$ cat src/rtl/sobel_frame_sequencer.sv
// Walks the interior pixels of a ROWS x COLS image, fetches each 3x3 neighbourhood,
// runs the Sobel core and writes the results. Optional watchdog: SOBEL_SEQ_WATCHDOG_EN.
module sobel_frame_sequencer #(
    parameter int ROWS    = 147,
    parameter int COLS    = 144,
    parameter int ADDR_W  = 16,
    parameter int TIMEOUT = 1024
) (
    input  logic              clk,
    input  logic              reset,
    input  logic              frame_start,
    output logic              frame_busy,
    output logic              frame_done,
    output logic [ADDR_W-1:0] src_addr,
    output logic              src_rd,
    input  logic [7:0]        src_data,
    output logic [7:0]        pixel_1_bin,
    output logic [7:0]        pixel_2_bin,
    output logic [7:0]        pixel_3_bin,
    output logic [7:0]        pixel_4_bin,
    output logic [7:0]        pixel_6_bin,
    output logic [7:0]        pixel_7_bin,
    output logic [7:0]        pixel_8_bin,
    output logic [7:0]        pixel_9_bin,
    output logic              core_start,
    input  logic              core_done,
    input  logic [7:0]        core_z,
    output logic [ADDR_W-1:0] edge_addr,
    output logic              edge_we,
    output logic [7:0]        edge_data,
    output logic              timeout_err,
    output logic [2:0]        dbg_state
);

    typedef enum logic [2:0] {
        S_IDLE, S_FETCH, S_LAUNCH, S_WAIT, S_WRITE, S_ADVANCE, S_FIN
    } state_t;

    localparam bit                L_SMALL  = (ROWS < 3) || (COLS < 3);
    localparam logic [ADDR_W-1:0] L_ONE    = ADDR_W'(1);
    localparam logic [ADDR_W-1:0] L_COLS   = ADDR_W'(COLS);
    localparam logic [ADDR_W-1:0] L_EDGE_W = ADDR_W'((COLS > 2) ? COLS - 2 : 1);
    localparam logic [ADDR_W-1:0] L_I_LAST = ADDR_W'((ROWS > 2) ? ROWS - 2 : 1);

    state_t            r_state;
    state_t            w_next;
    logic [ADDR_W-1:0] r_i;
    logic [ADDR_W-1:0] r_j;
    logic [3:0]        r_fcnt;
    logic [7:0][7:0]   r_pix;
    logic              r_done_q;
    logic [7:0]        r_z;
    logic [ADDR_W-1:0] w_row;
    logic [ADDR_W-1:0] w_col;
    logic [2:0]        w_cap;
    logic              w_done_edge;
    logic              w_timeout;

    assign w_done_edge = core_done && !r_done_q;
    // Read slot k lands one cycle later, so slot fcnt-1 is captured (wraps 8 -> 7).
    assign w_cap       = r_fcnt[2:0] - 3'd1;

    always_ff @(posedge clk or negedge reset) begin
        if (!reset) r_state <= S_IDLE;
        else        r_state <= w_next;
    end

    always_comb begin
        w_next = r_state;
        case (r_state)
            S_IDLE:    if (frame_start) w_next = L_SMALL ? S_FIN : S_FETCH;
            S_FETCH:   if (r_fcnt == 4'd8) w_next = S_LAUNCH;
            S_LAUNCH:  w_next = S_WAIT;
            S_WAIT:    if (w_done_edge || w_timeout) w_next = S_WRITE;
            S_WRITE:   w_next = S_ADVANCE;
            S_ADVANCE: w_next = (r_j == L_EDGE_W && r_i == L_I_LAST) ? S_FIN : S_FETCH;
            S_FIN:     w_next = S_IDLE;
            default:   w_next = S_IDLE;
        endcase
    end

    // Neighbour order p1,p2,p3,p4,p6,p7,p8,p9; the centre is never fetched.
    always_comb begin
        w_row = r_i;
        w_col = r_j;
        case (r_fcnt)
            4'd0:    begin w_row = r_i - L_ONE; w_col = r_j - L_ONE; end
            4'd1:    begin w_row = r_i - L_ONE; w_col = r_j;         end
            4'd2:    begin w_row = r_i - L_ONE; w_col = r_j + L_ONE; end
            4'd3:    begin w_row = r_i;         w_col = r_j - L_ONE; end
            4'd4:    begin w_row = r_i;         w_col = r_j + L_ONE; end
            4'd5:    begin w_row = r_i + L_ONE; w_col = r_j - L_ONE; end
            4'd6:    begin w_row = r_i + L_ONE; w_col = r_j;         end
            4'd7:    begin w_row = r_i + L_ONE; w_col = r_j + L_ONE; end
            default: begin w_row = r_i;         w_col = r_j;         end
        endcase
    end

    always_ff @(posedge clk or negedge reset) begin
        if (!reset) begin
            r_i      <= L_ONE;
            r_j      <= L_ONE;
            r_fcnt   <= 4'd0;
            r_pix    <= '0;
            r_done_q <= 1'b0;
            r_z      <= 8'h00;
        end else begin
            r_done_q <= core_done;
            case (r_state)
                S_IDLE: begin
                    if (frame_start) begin
                        r_i <= L_ONE;
                        r_j <= L_ONE;
                    end
                end
                S_FETCH: begin
                    r_fcnt <= (r_fcnt == 4'd8) ? 4'd0 : r_fcnt + 4'd1;
                    if (r_fcnt != 4'd0) r_pix[w_cap] <= src_data;
                end
                S_WAIT: begin
                    if (w_done_edge)    r_z <= core_z;
                    else if (w_timeout) r_z <= 8'h00;
                end
                S_ADVANCE: begin
                    if (r_j == L_EDGE_W) begin
                        r_j <= L_ONE;
                        r_i <= r_i + L_ONE;
                    end else begin
                        r_j <= r_j + L_ONE;
                    end
                end
                default: ;
            endcase
        end
    end

`ifdef SOBEL_SEQ_WATCHDOG_EN
    localparam int L_WC_W = (TIMEOUT > 1) ? $clog2(TIMEOUT) : 1;

    logic [L_WC_W-1:0] r_wcnt;
    logic              r_terr;

    assign w_timeout = (r_state == S_WAIT) && !w_done_edge && (r_wcnt == L_WC_W'(TIMEOUT - 1));

    always_ff @(posedge clk or negedge reset) begin
        if (!reset) begin
            r_wcnt <= '0;
            r_terr <= 1'b0;
        end else begin
            if (r_state == S_WAIT) r_wcnt <= r_wcnt + L_WC_W'(1);
            else                   r_wcnt <= '0;
            if (r_state == S_IDLE && frame_start) r_terr <= 1'b0;
            else if (w_timeout)                   r_terr <= 1'b1;
        end
    end

    assign timeout_err = r_terr;
`else
    // Always false; WAIT has no time limit without the watchdog.
    assign w_timeout   = (TIMEOUT < 0);
    assign timeout_err = 1'b0;
`endif

    assign frame_busy  = (r_state != S_IDLE);
    assign frame_done  = (r_state == S_FIN);
    assign src_rd      = (r_state == S_FETCH) && !r_fcnt[3];
    assign src_addr    = src_rd ? (w_row * L_COLS + w_col) : '0;
    assign core_start  = !((r_state == S_LAUNCH) || (r_state == S_WAIT));
    assign edge_we     = (r_state == S_WRITE);
    assign edge_addr   = (r_i - L_ONE) * L_EDGE_W + (r_j - L_ONE);
    assign edge_data   = r_z;
    assign dbg_state   = r_state;

    assign pixel_1_bin = r_pix[0];
    assign pixel_2_bin = r_pix[1];
    assign pixel_3_bin = r_pix[2];
    assign pixel_4_bin = r_pix[3];
    assign pixel_6_bin = r_pix[4];
    assign pixel_7_bin = r_pix[5];
    assign pixel_8_bin = r_pix[6];
    assign pixel_9_bin = r_pix[7];

endmodule

$ cat config.mk
export PLATFORM = sky130hd
export DESIGN_NAME = sobel_frame_sequencer
export DESIGN_NICKNAME = d
export VERILOG_FILES = /design/src/rtl/sobel_frame_sequencer.sv
export SDC_FILE = /design/constraint.sdc
export NUM_CORES = 1
export LEC_CHECK = 0
export CAP_MARGIN = 20
export CORE_AREA = 2 2 149 151
export CTS_CLUSTER_SIZE = 30
export DETAILED_ROUTE_END_ITERATION = 8
export DIE_AREA = 0 0 151 153
export GPL_ROUTABILITY_DRIVEN = 0
export PLACE_DENSITY = 0.66
export SYNTH_ARGS = -nofsm -noshare
export SYNTH_HDL_FRONTEND = slang
export SYNTH_SLANG_ARGS = --single-unit
$ cat constraint.sdc
create_clock -name clk -period 12.55 [get_ports clk]
set_input_delay 1.8825 -clock clk [delete_from_list [all_inputs] [get_ports clk]]
set_output_delay 1.8825 -clock clk [all_outputs]
set_load 0.005 [all_outputs]
==> implementation parameters, run 1 <==
Parameter                              Value

Drt
  Average wire length per cell after detail routing ... ~17 um
  DR iter-0 viols ... approximately 420
  Via Count ... 7611
  DRT Wirelength ... 23500 um
  Number of optimization iterations in the first detailed-route pass ... 5
  DRC violations left ... 0
  Post-DRT Antenna Nets ... 0
  Routed vias/inst ... between 5 and 6

Finish
  Cell area after layout ... ~11000 sq um
  Area delta synth->final ... 20.0%
  Final layout net count ... 1227
  Antenna Diode Count ... 0
  Proportion of layout cells with a drive suffix above 1 ... 0.101

Floorplanning
  Cell row count ... 54
  Initial standard-cell utilization of the core ... 0.424
  Height of the die ... about 150 um
  Core area ... 21500 sq um
  Die Wd ... 151 um
  Area enclosed by the die boundary ... roughly 23000 sq um
  Number of placed I/O pins ... 133

Worst setup path
  Required @ worst endpoint ... 10.67 ns
  Crit-path slowest cell ... sky130_fd_sc_hd__or4_2
  Most numerous cell on the critical path ... sky130_fd_sc_hd__ha_1
  Critical Path Source Type ... register
  Kind of end point of the critical path ... output port
  Biggest fanout along the worst timing path ... 9
  Largest incremental delay on the critical path ... 0.58 ns
  CP Data Arrival Time ... 7.20 ns
  Crit path cell chain ... inv_1, ha_1, or4b_4, or4_2, xor2_1, inv_1, ha_1, ha_1, fa_1, inv_1, fa_1, inv_1, ha_1, a21o_1, o21bai_1, xor2_1, ha_1, or4_1, o211ai_1, o21ai_0, xnor2_1, clkdlybuf4s50_1
  CP Class ... reg -> out

Synth
  Fraction of the yosys area taken by sequential cells ... 0.308
  Post-synthesis cell type with the largest combined area ... sky130_fd_sc_hd__dfrtp_1
  Count of flip-flops with a built-in enable after synthesis ... 0
  Synthesized area per cell ... 9.09 sq um
  Number of distinct library cells after synthesis ... 58
  Mapped cell area ... 9110 sq um
  Async set-reset flop share out of synthesis ... 1.00
  Area share of the largest cell type after synthesis ... 0.302
  Number of synthesized register bits ... 112
  Yosys warns ... 0
  Dominant synthesized flop cell ... sky130_fd_sc_hd__dfrtp_1
  Area contributors post-synth ... sky130_fd_sc_hd__dfrtp_1, sky130_fd_sc_hd__ha_1, sky130_fd_sc_hd__mux2_2, sky130_fd_sc_hd__xnor2_1, sky130_fd_sc_hd__fa_1
  Cells after synthesis ... about 1000
  Number of nets produced by synthesis ... roughly 1100

Global route
  Met2 track demand over resource ... 0.338
  Via count of the first global-routing pass ... between 7000 and 8000
  Total congestion overflow after global routing ... 0
  Global router's overall resource usage ... 0.212
  Met1 layer usage reported by global route ... 0.281
  Busiest grt layer ... met2
  First-pass GRT wire length ... 39300 um
  Initial antenna violation count ... 0
  Met3 capacity usage during global routing ... 0.0627
  Maximum number of pins on one net before global-route repair ... 69

CTS
  Hold-fix buffer count after cts ... 0
  Post-CTS Setup Repair Bufs ... 0
  TritonCTS clock tree ... done
  Clock Tree Buf Depth ... 2
  Clock insertion delay at the later pin of the skew report ... 0.36 ns
  Clk root buf ... sky130_fd_sc_hd__clkbuf_16
  Number of buffers created by CTS ... 9
  Post-cts repair resize count ... 0
  H-tree Lvls ... 3
  Clock slew seen by the registers of the worst setup and hold paths ... ~0.08 ns
  CTS Sinks ... 112

Timing
  Number of endpoints failing setup at the final stage ... 0
  Worst hold margin ... between 0.5 and 0.6 ns
  Final number of max-transition violations ... 0
  Measured slew at the worst slew-check pin ... just under 0.9 ns
  Total negative slack ... 0 ns
  Final period util ... 0.724
  Final-report hold violation count ... 0
  Maximum frequency from static timing analysis ... around 110 MHz
  Unrepaired setup endpoints after global routing ... no
  Relative slew margins ... 0.407
  Final critical path time including I/O delays and setup ... slightly above 9 ns
  Final setup skew ... about 0.0091 ns

Power
  Pwr per Cell Area ... roughly 170 nW/um^2
  Static power due to leakage ... between 5 and 6 nW
  Maximum vdd drop ... between 0.0001 and 0.00015 V

Place
  Quantity of I/O buffers inserted on ports ... between 100 and 150
  Placed inst area ... between 10000 and 15000 sq um
  HPWL after detailed placement ... 18000 um

Run
  Max-cap viol count ... 0

Worst hold path
  Worst hold path type ... reg -> reg

Status
  Status ... finished, final reports clean
## path summary, 6_finish.rpt
kind	cells after the start	to	slack, ns	from
worst max-delay path	22	edge_addr[15]	3.47	r_i[0]$_DFFE_PN1P_
min in group asynchronous	1	edge_data[4]$_DFFE_PN0P_	1.52	reset
max in group asynchronous	2	pixel_9_bin[5]$_DFFE_PN0P_	9.71	reset
worst max register to register	8	r_i[15]$_DFFE_PN0P_	9.43	r_j[4]$_DFFE_PN0P_
worst min-delay path	1	edge_data[2]$_DFFE_PN0P_	0.51	edge_data[2]$_DFFE_PN0P_
worst min register to register	1	edge_data[2]$_DFFE_PN0P_	0.51	edge_data[2]$_DFFE_PN0P_
## flip-flops by register name, indices dropped and copies added, names as in the netlist
register     flops
pixel_4_bin      8
r_done_q         1
r_i             16
pixel_3_bin      8
r_j             16
pixel_9_bin      8
edge_data        8
dbg_state        3
r_fcnt           4
pixel_7_bin      8
pixel_2_bin      8
pixel_1_bin      8
pixel_6_bin      8
pixel_8_bin      8
## critical path, delay by kind of cell, from the launching register on
kind | cells | cell delay (ns)
buf+inv | 5 | 0.93
simple gates | 3 | 1.59
fa+ha+maj | 7 | 2.53
compound gates | 4 | 0.74
flops | 1 | 0.42
xor+xnor | 3 | 0.63
## metrics by stage
stage	utilization	total power [mW]	worst slack (ns)	cells
5_1_grt	0.509	1.94	3.03	1384
2_1_floorplan	-	1.05	4.66	1002
4_1_cts	0.508	1.82	3.43	1382
3_3_place_gp	0.494	1.52	3.94	1366
6_report	0.509	1.81	3.47	1384
3_5_place_dp	0.494	1.52	3.79	1366
## routing by layer
layer	wire length, um	vias up
met4	461	0
met3	1950	25
met2	10700	223
li1	-	3689
met1	10400	3674
met5	0	-
## synth_stat cells, types with 4 or more instances
cell type / n
sky130_fd_sc_hd__a21oi_1: 47
sky130_fd_sc_hd__nor4_1: 9
sky130_fd_sc_hd__nand3_1: 33
sky130_fd_sc_hd__o22ai_1: 15
sky130_fd_sc_hd__a22oi_1: 4
sky130_fd_sc_hd__buf_1: 4
sky130_fd_sc_hd__nand2b_1: 10
sky130_fd_sc_hd__nand4_1: 6
sky130_fd_sc_hd__fa_1: 21
sky130_fd_sc_hd__dfrtp_1: 110
sky130_fd_sc_hd__nand2_1: 70
sky130_fd_sc_hd__nor2_1: 59
sky130_fd_sc_hd__nor2b_1: 9
sky130_fd_sc_hd__and3_1: 15
sky130_fd_sc_hd__o21a_1: 7
sky130_fd_sc_hd__xnor2_1: 59
sky130_fd_sc_hd__nor3_1: 22
sky130_fd_sc_hd__mux2_2: 73
sky130_fd_sc_hd__and2_1: 4
sky130_fd_sc_hd__o31ai_1: 20
sky130_fd_sc_hd__ha_1: 87
sky130_fd_sc_hd__xor2_1: 29
sky130_fd_sc_hd__a211oi_1: 7
sky130_fd_sc_hd__or3_1: 14
sky130_fd_sc_hd__clkbuf_1: 44
sky130_fd_sc_hd__a21o_1: 12
sky130_fd_sc_hd__o21ai_0: 59
sky130_fd_sc_hd__inv_1: 91
sky130_fd_sc_hd__a31oi_1: 10
sky130_fd_sc_hd__o21bai_1: 8
## cells by family (layout without fill, tap and decap cells)
logic type      count (synthesis)  count (layout)  synth area share
simple gates                  269             269             0.146
compound gates                206             206             0.139
buf+inv                       141             243            0.0593
flops                         112             112             0.308
fa+ha+maj                     108             108             0.166
xor+xnor                       89              89            0.0871
mux                            76              76            0.0936
other cells                     1               1          0.000412
## report_power, final
group,switching [mW],internal [mW]
Sequential,0.0985,0.491
Clock,0.141,0.144
Combinational,0.427,0.508
Total,0.667,1.14
## cells in the final DEF (no fill, tap or decap), types with 3 or more instances in the layout
cell and n:
sky130_fd_sc_hd__clkdlybuf4s50_1 130, sky130_fd_sc_hd__dfrtp_1 110, sky130_fd_sc_hd__inv_1 91, sky130_fd_sc_hd__ha_1 87
sky130_fd_sc_hd__mux2_2 73, sky130_fd_sc_hd__nand2_1 70, sky130_fd_sc_hd__nor2_1 59, sky130_fd_sc_hd__o21ai_0 59
sky130_fd_sc_hd__xnor2_1 59, sky130_fd_sc_hd__a21oi_1 47, sky130_fd_sc_hd__nand3_1 33, sky130_fd_sc_hd__xor2_1 29
sky130_fd_sc_hd__nor3_1 21, sky130_fd_sc_hd__fa_1 21, sky130_fd_sc_hd__o31ai_1 20, sky130_fd_sc_hd__and3_1 15
sky130_fd_sc_hd__o22ai_1 15, sky130_fd_sc_hd__or3_1 14, sky130_fd_sc_hd__a21o_1 12, sky130_fd_sc_hd__nand2b_1 10
sky130_fd_sc_hd__a31oi_1 10, sky130_fd_sc_hd__nor2b_1 9, sky130_fd_sc_hd__clkbuf_16 9, sky130_fd_sc_hd__nor4_1 8
sky130_fd_sc_hd__o21bai_1 8, sky130_fd_sc_hd__o21a_1 7, sky130_fd_sc_hd__nand4_1 6, sky130_fd_sc_hd__a211oi_1 5
sky130_fd_sc_hd__buf_4 5, sky130_fd_sc_hd__and2_1 4, sky130_fd_sc_hd__a22oi_1 4, sky130_fd_sc_hd__and4_1 3
sky130_fd_sc_hd__or4_1 3, sky130_fd_sc_hd__o211ai_1 3, sky130_fd_sc_hd__mux2i_1 3, sky130_fd_sc_hd__or2_2 3
## cell type report
type | instances | area [sq um]
Multi-Input combinational cell | 749 | 5790
Clock buffer | 10 | 239
Tap cell | 280 | 350
Clock inverter | 6 | 52.6
Fill cell | 2032 | 10600
Timing Repair Buffer | 136 | 1350
Sequential cell | 112 | 2810
Inverter | 91 | 342
Note: power is estimated with default switching activity, not from simulation.
==> run 2, diff against run 1 <==
--- a/config.mk
+++ b/config.mk
@@ -11,7 +11,7 @@
 export DETAILED_ROUTE_END_ITERATION = 8
 export DIE_AREA = 0 0 151 153
 export GPL_ROUTABILITY_DRIVEN = 0
-export PLACE_DENSITY = 0.66
+export PLACE_DENSITY = 0.68
 export SYNTH_ARGS = -nofsm -noshare
 export SYNTH_HDL_FRONTEND = slang
 export SYNTH_SLANG_ARGS = --single-unit
==> constraint.sdc (replaced) <==
create_clock -name clk -period 7.35 [get_ports clk]
set_input_delay 1.1025 -clock clk [delete_from_list [all_inputs] [get_ports clk]]
set_output_delay 1.1025 -clock clk [all_outputs]
set_load 0.005 [all_outputs]
==> implementation parameters, run 2 (synthesis results as in run 1) <==
Parameter                              Value

Place
  HPWL after detailed placement ... 18600 um (was 18000 um)
  DP Worst Slack ... -0.0447 ns (was 3.79 ns)
  Quantity of I/O buffers inserted on ports ... 131 (unchanged)

Timing
  Setup WS post-layout ... 0.191 ns (was 3.47 ns)
  Relative slew margins ... 0.379 (was 0.407)
  Measured slew at the worst slew-check pin ... 0.932 ns (was 0.890 ns)
  Final number of max-transition violations ... 0 (unchanged)
  Unrepaired setup endpoints after global routing ... yes (was no)
  Final-report hold violation count ... 0 (unchanged)
  Total negative slack ... 0 ns (unchanged)
  Worst hold margin ... 0.507 ns (was 0.510 ns)
  Final setup skew ... 0.0155 ns (was 0.00913 ns)
  Final period util ... 0.974
  Number of endpoints failing setup at the final stage ... 0 (unchanged)
  Maximum frequency from static timing analysis ... 140 MHz
  Final critical path time including I/O delays and setup ... 7.16 ns

CTS
  CTS Sinks ... 112 (unchanged)
  Clock slew seen by the registers of the worst setup and hold paths ... 0.07 ns (was 0.08 ns)
  Clock Tree Buf Depth ... 2 (unchanged)
  H-tree Lvls ... 3 (unchanged)
  Number of buffers created by CTS ... 9 (unchanged)
  Clk root buf ... sky130_fd_sc_hd__clkbuf_16 (unchanged)
  Clock insertion delay at the later pin of the skew report ... 0.37 ns (was 0.36 ns)
  Hold-fix buffer count after cts ... 0 (unchanged)
  TritonCTS clock tree ... done (unchanged)

Global route
  Maximum number of pins on one net before global-route repair ... 73 (was 69)
  First-pass GRT wire length ... 39400 um (was 39300 um)
  Total congestion overflow after global routing ... 0 (unchanged)
  Via count of the first global-routing pass ... 7703 (was 7569)
  Global router's overall resource usage ... 0.214 (was 0.212)
  Initial antenna violation count ... 0 (unchanged)

Worst setup path
  Most numerous cell on the critical path ... sky130_fd_sc_hd__inv_1 (was sky130_fd_sc_hd__ha_1)
  Crit-path slowest cell ... sky130_fd_sc_hd__fa_1 (was sky130_fd_sc_hd__or4_2)
  FF-to-FF setup slack ... 4.21 ns (was 9.43 ns)
  Critical Path Source Type ... register (unchanged)
  Worst R2R Path Depth ... 8 (unchanged)
  CP Data Arrival Time ... 6.06 ns (was 7.20 ns)
  Critical register-to-register path endpoint ... r_i[15]$_DFFE_PN0P_ (unchanged)
  CP Class ... reg -> out (unchanged)
  Kind of end point of the critical path ... output port (unchanged)
  Largest incremental delay on the critical path ... 0.54 ns (was 0.58 ns)
  Cell family contributing the most delay on the critical path ... adder cells (unchanged)
  Biggest fanout along the worst timing path ... 4 (was 9)
  Crit path cell chain ... inv_1, ha_1, or4b_4, or4_4, xor2_2, inv_2, ha_1, ha_2, fa_1, inv_1, fa_1, inv_1, ha_4, a21o_1, o21bai_1, xor2_1, ha_2, or4_1, o211ai_1, buf_4, o21ai_1, xnor2_1, clkbuf_2 (was inv_1, ha_1, or4b_4, or4_2, xor2_1, inv_1, ha_1, ha_1, fa_1, inv_1, fa_1, inv_1, ha_1, a21o_1, o21bai_1, xor2_1, ha_1, or4_1, o211ai_1, o21ai_0, xnor2_1, clkdlybuf4s50_1)
  Start of the worst register-to-register path ... r_j[4]$_DFFE_PN0P_ (unchanged)
  Count of buffering cells on the critical path with inverters included ... 6 (was 5)
  Required @ worst endpoint ... 6.25 ns (was 10.67 ns)

Power
  Maximum vdd drop ... 0.000231 V (was 0.000121 V)
  Total power ... 3.14 mW (was 1.81 mW)
  Pwr per Cell Area ... 276 nW/um^2 (was 166 nW/um^2)
  Static power due to leakage ... 5.23 nW (was 5.03 nW)

Finish
  Most common cell after layout, fill and taps aside ... sky130_fd_sc_hd__clkdlybuf4s50_1 (unchanged)
  Final layout net count ... 1257 (was 1227)
  Area delta synth->final ... 24.6% (was 20.0%)
  Antenna Diode Count ... 0 (unchanged)
  Post-layout util ... 0.528 (was 0.509)
  Proportion of layout cells with a drive suffix above 1 ... 0.147 (was 0.101)
  Commonest non-fill, non-tap cells in the layout ... sky130_fd_sc_hd__clkdlybuf4s50_1, sky130_fd_sc_hd__dfrtp_1, sky130_fd_sc_hd__inv_1 (unchanged)
  Largest registers ranked by flip-flop count ... r_i x16, r_j x16 (unchanged)

Floorplanning
  Core area ... 21500 sq um (unchanged)
  Initial standard-cell utilization of the core ... 0.424 (unchanged)
  Number of placed I/O pins ... 133 (unchanged)
  Cell row count ... 54 (unchanged)
  Area enclosed by the die boundary ... 23100 sq um (unchanged)
  Die Wd ... 151 um (unchanged)
  Height of the die ... 153 um (unchanged)

Drt
  Number of optimization iterations in the first detailed-route pass ... 5 (unchanged)
  Routed vias/inst ... 5.47 (was 5.50)
  DRT Wirelength ... 24700 um (was 23500 um)
  Average wire length per cell after detail routing ... 17.5 um (was 17.0 um)
  DRC violations left ... 0 (unchanged)
  Post-DRT Antenna Nets ... 0 (unchanged)
  Via Count ... 7728 (was 7611)
  DR iter-0 viols ... 445 (was 421)

Run
  Max-cap viol count ... 0 (unchanged)

Worst hold path
  Terminating pin of the worst hold path ... pixel_4_bin[2]$_DFFE_PN0P_ (was edge_data[2]$_DFFE_PN0P_)
  Beginning of the worst hold path ... pixel_4_bin[2]$_DFFE_PN0P_ (was edge_data[2]$_DFFE_PN0P_)
  Worst hold path type ... reg -> reg (unchanged)
  Hold Path Stages ... 1 (unchanged)

Status
  Status ... finished, final reports clean (unchanged)
-- run 2: changes by cell type in the layout (fill, tap and decap cells not counted), moves of 4 or more --
cell	before	now
sky130_fd_sc_hd__a21oi_1	47	40
sky130_fd_sc_hd__buf_4	5	36
sky130_fd_sc_hd__a21oi_2	0	7
sky130_fd_sc_hd__ha_1	87	79
sky130_fd_sc_hd__ha_4	0	5
sky130_fd_sc_hd__xnor2_1	59	55
-- run 2: worst max path at each step --
stage	from	to	cells past startpoint
floorplan	r_i[0]$_DFFE_PN1P_	edge_addr[15]	21
global placement	r_i[1]$_DFFE_PN0P_	edge_addr[15]	22
detailed placement	r_i[1]$_DFFE_PN0P_	edge_addr[15]	22
CTS	r_i[1]$_DFFE_PN0P_	edge_addr[15]	23
global route	r_i[0]$_DFFE_PN1P_	edge_addr[15]	26
finish	r_i[1]$_DFFE_PN0P_	edge_addr[15]	23
-- run 2: timing repair --
action / CTS / global route
setup endpoints to repair: 3 / 4
buffers inserted: 0 / 7
gates resized for setup: 8 / 33
pin swaps: 2 / 10
-- run 2: where the power goes --
group	switching [mW]	internal [mW]
registers	0.170	0.838
clock network	0.247	0.280
logic	0.733	0.869
total	1.15	1.99
-- run 2: cell type report --
| type | instances | area [sq um] |
|---|---|---|
| multi-input combinational | 749 | 5970 |
| sequential | 112 | 2810 |
| fill | 1971 | 10100 |
| inverter | 91 | 342 |
| clock buffer | 10 | 239 |
| timing repair buffer | 166 | 1570 |
| clock inverter | 6 | 73.8 |
| tap | 280 | 350 |
-- run 2: metal layers --
layer / global-route usage / up-vias / routed length [um]
met5: 0 / - / 0
met4: 0.0668 / 0 / 622
met3: 0.0725 / 42 / 2100
met2: 0.348 / 250 / 11500
met1: 0.269 / 3685 / 10500
li1: - / 3751 / -
-- run 2: per-stage QoR --
stage                     area, sq um  std cells
after CTS                       11100       1407
final                           11300       1414
after detailed placement        10800       1391
after global routing            11300       1414
after global placement          10800       1391
after floorplan                  9110       1002
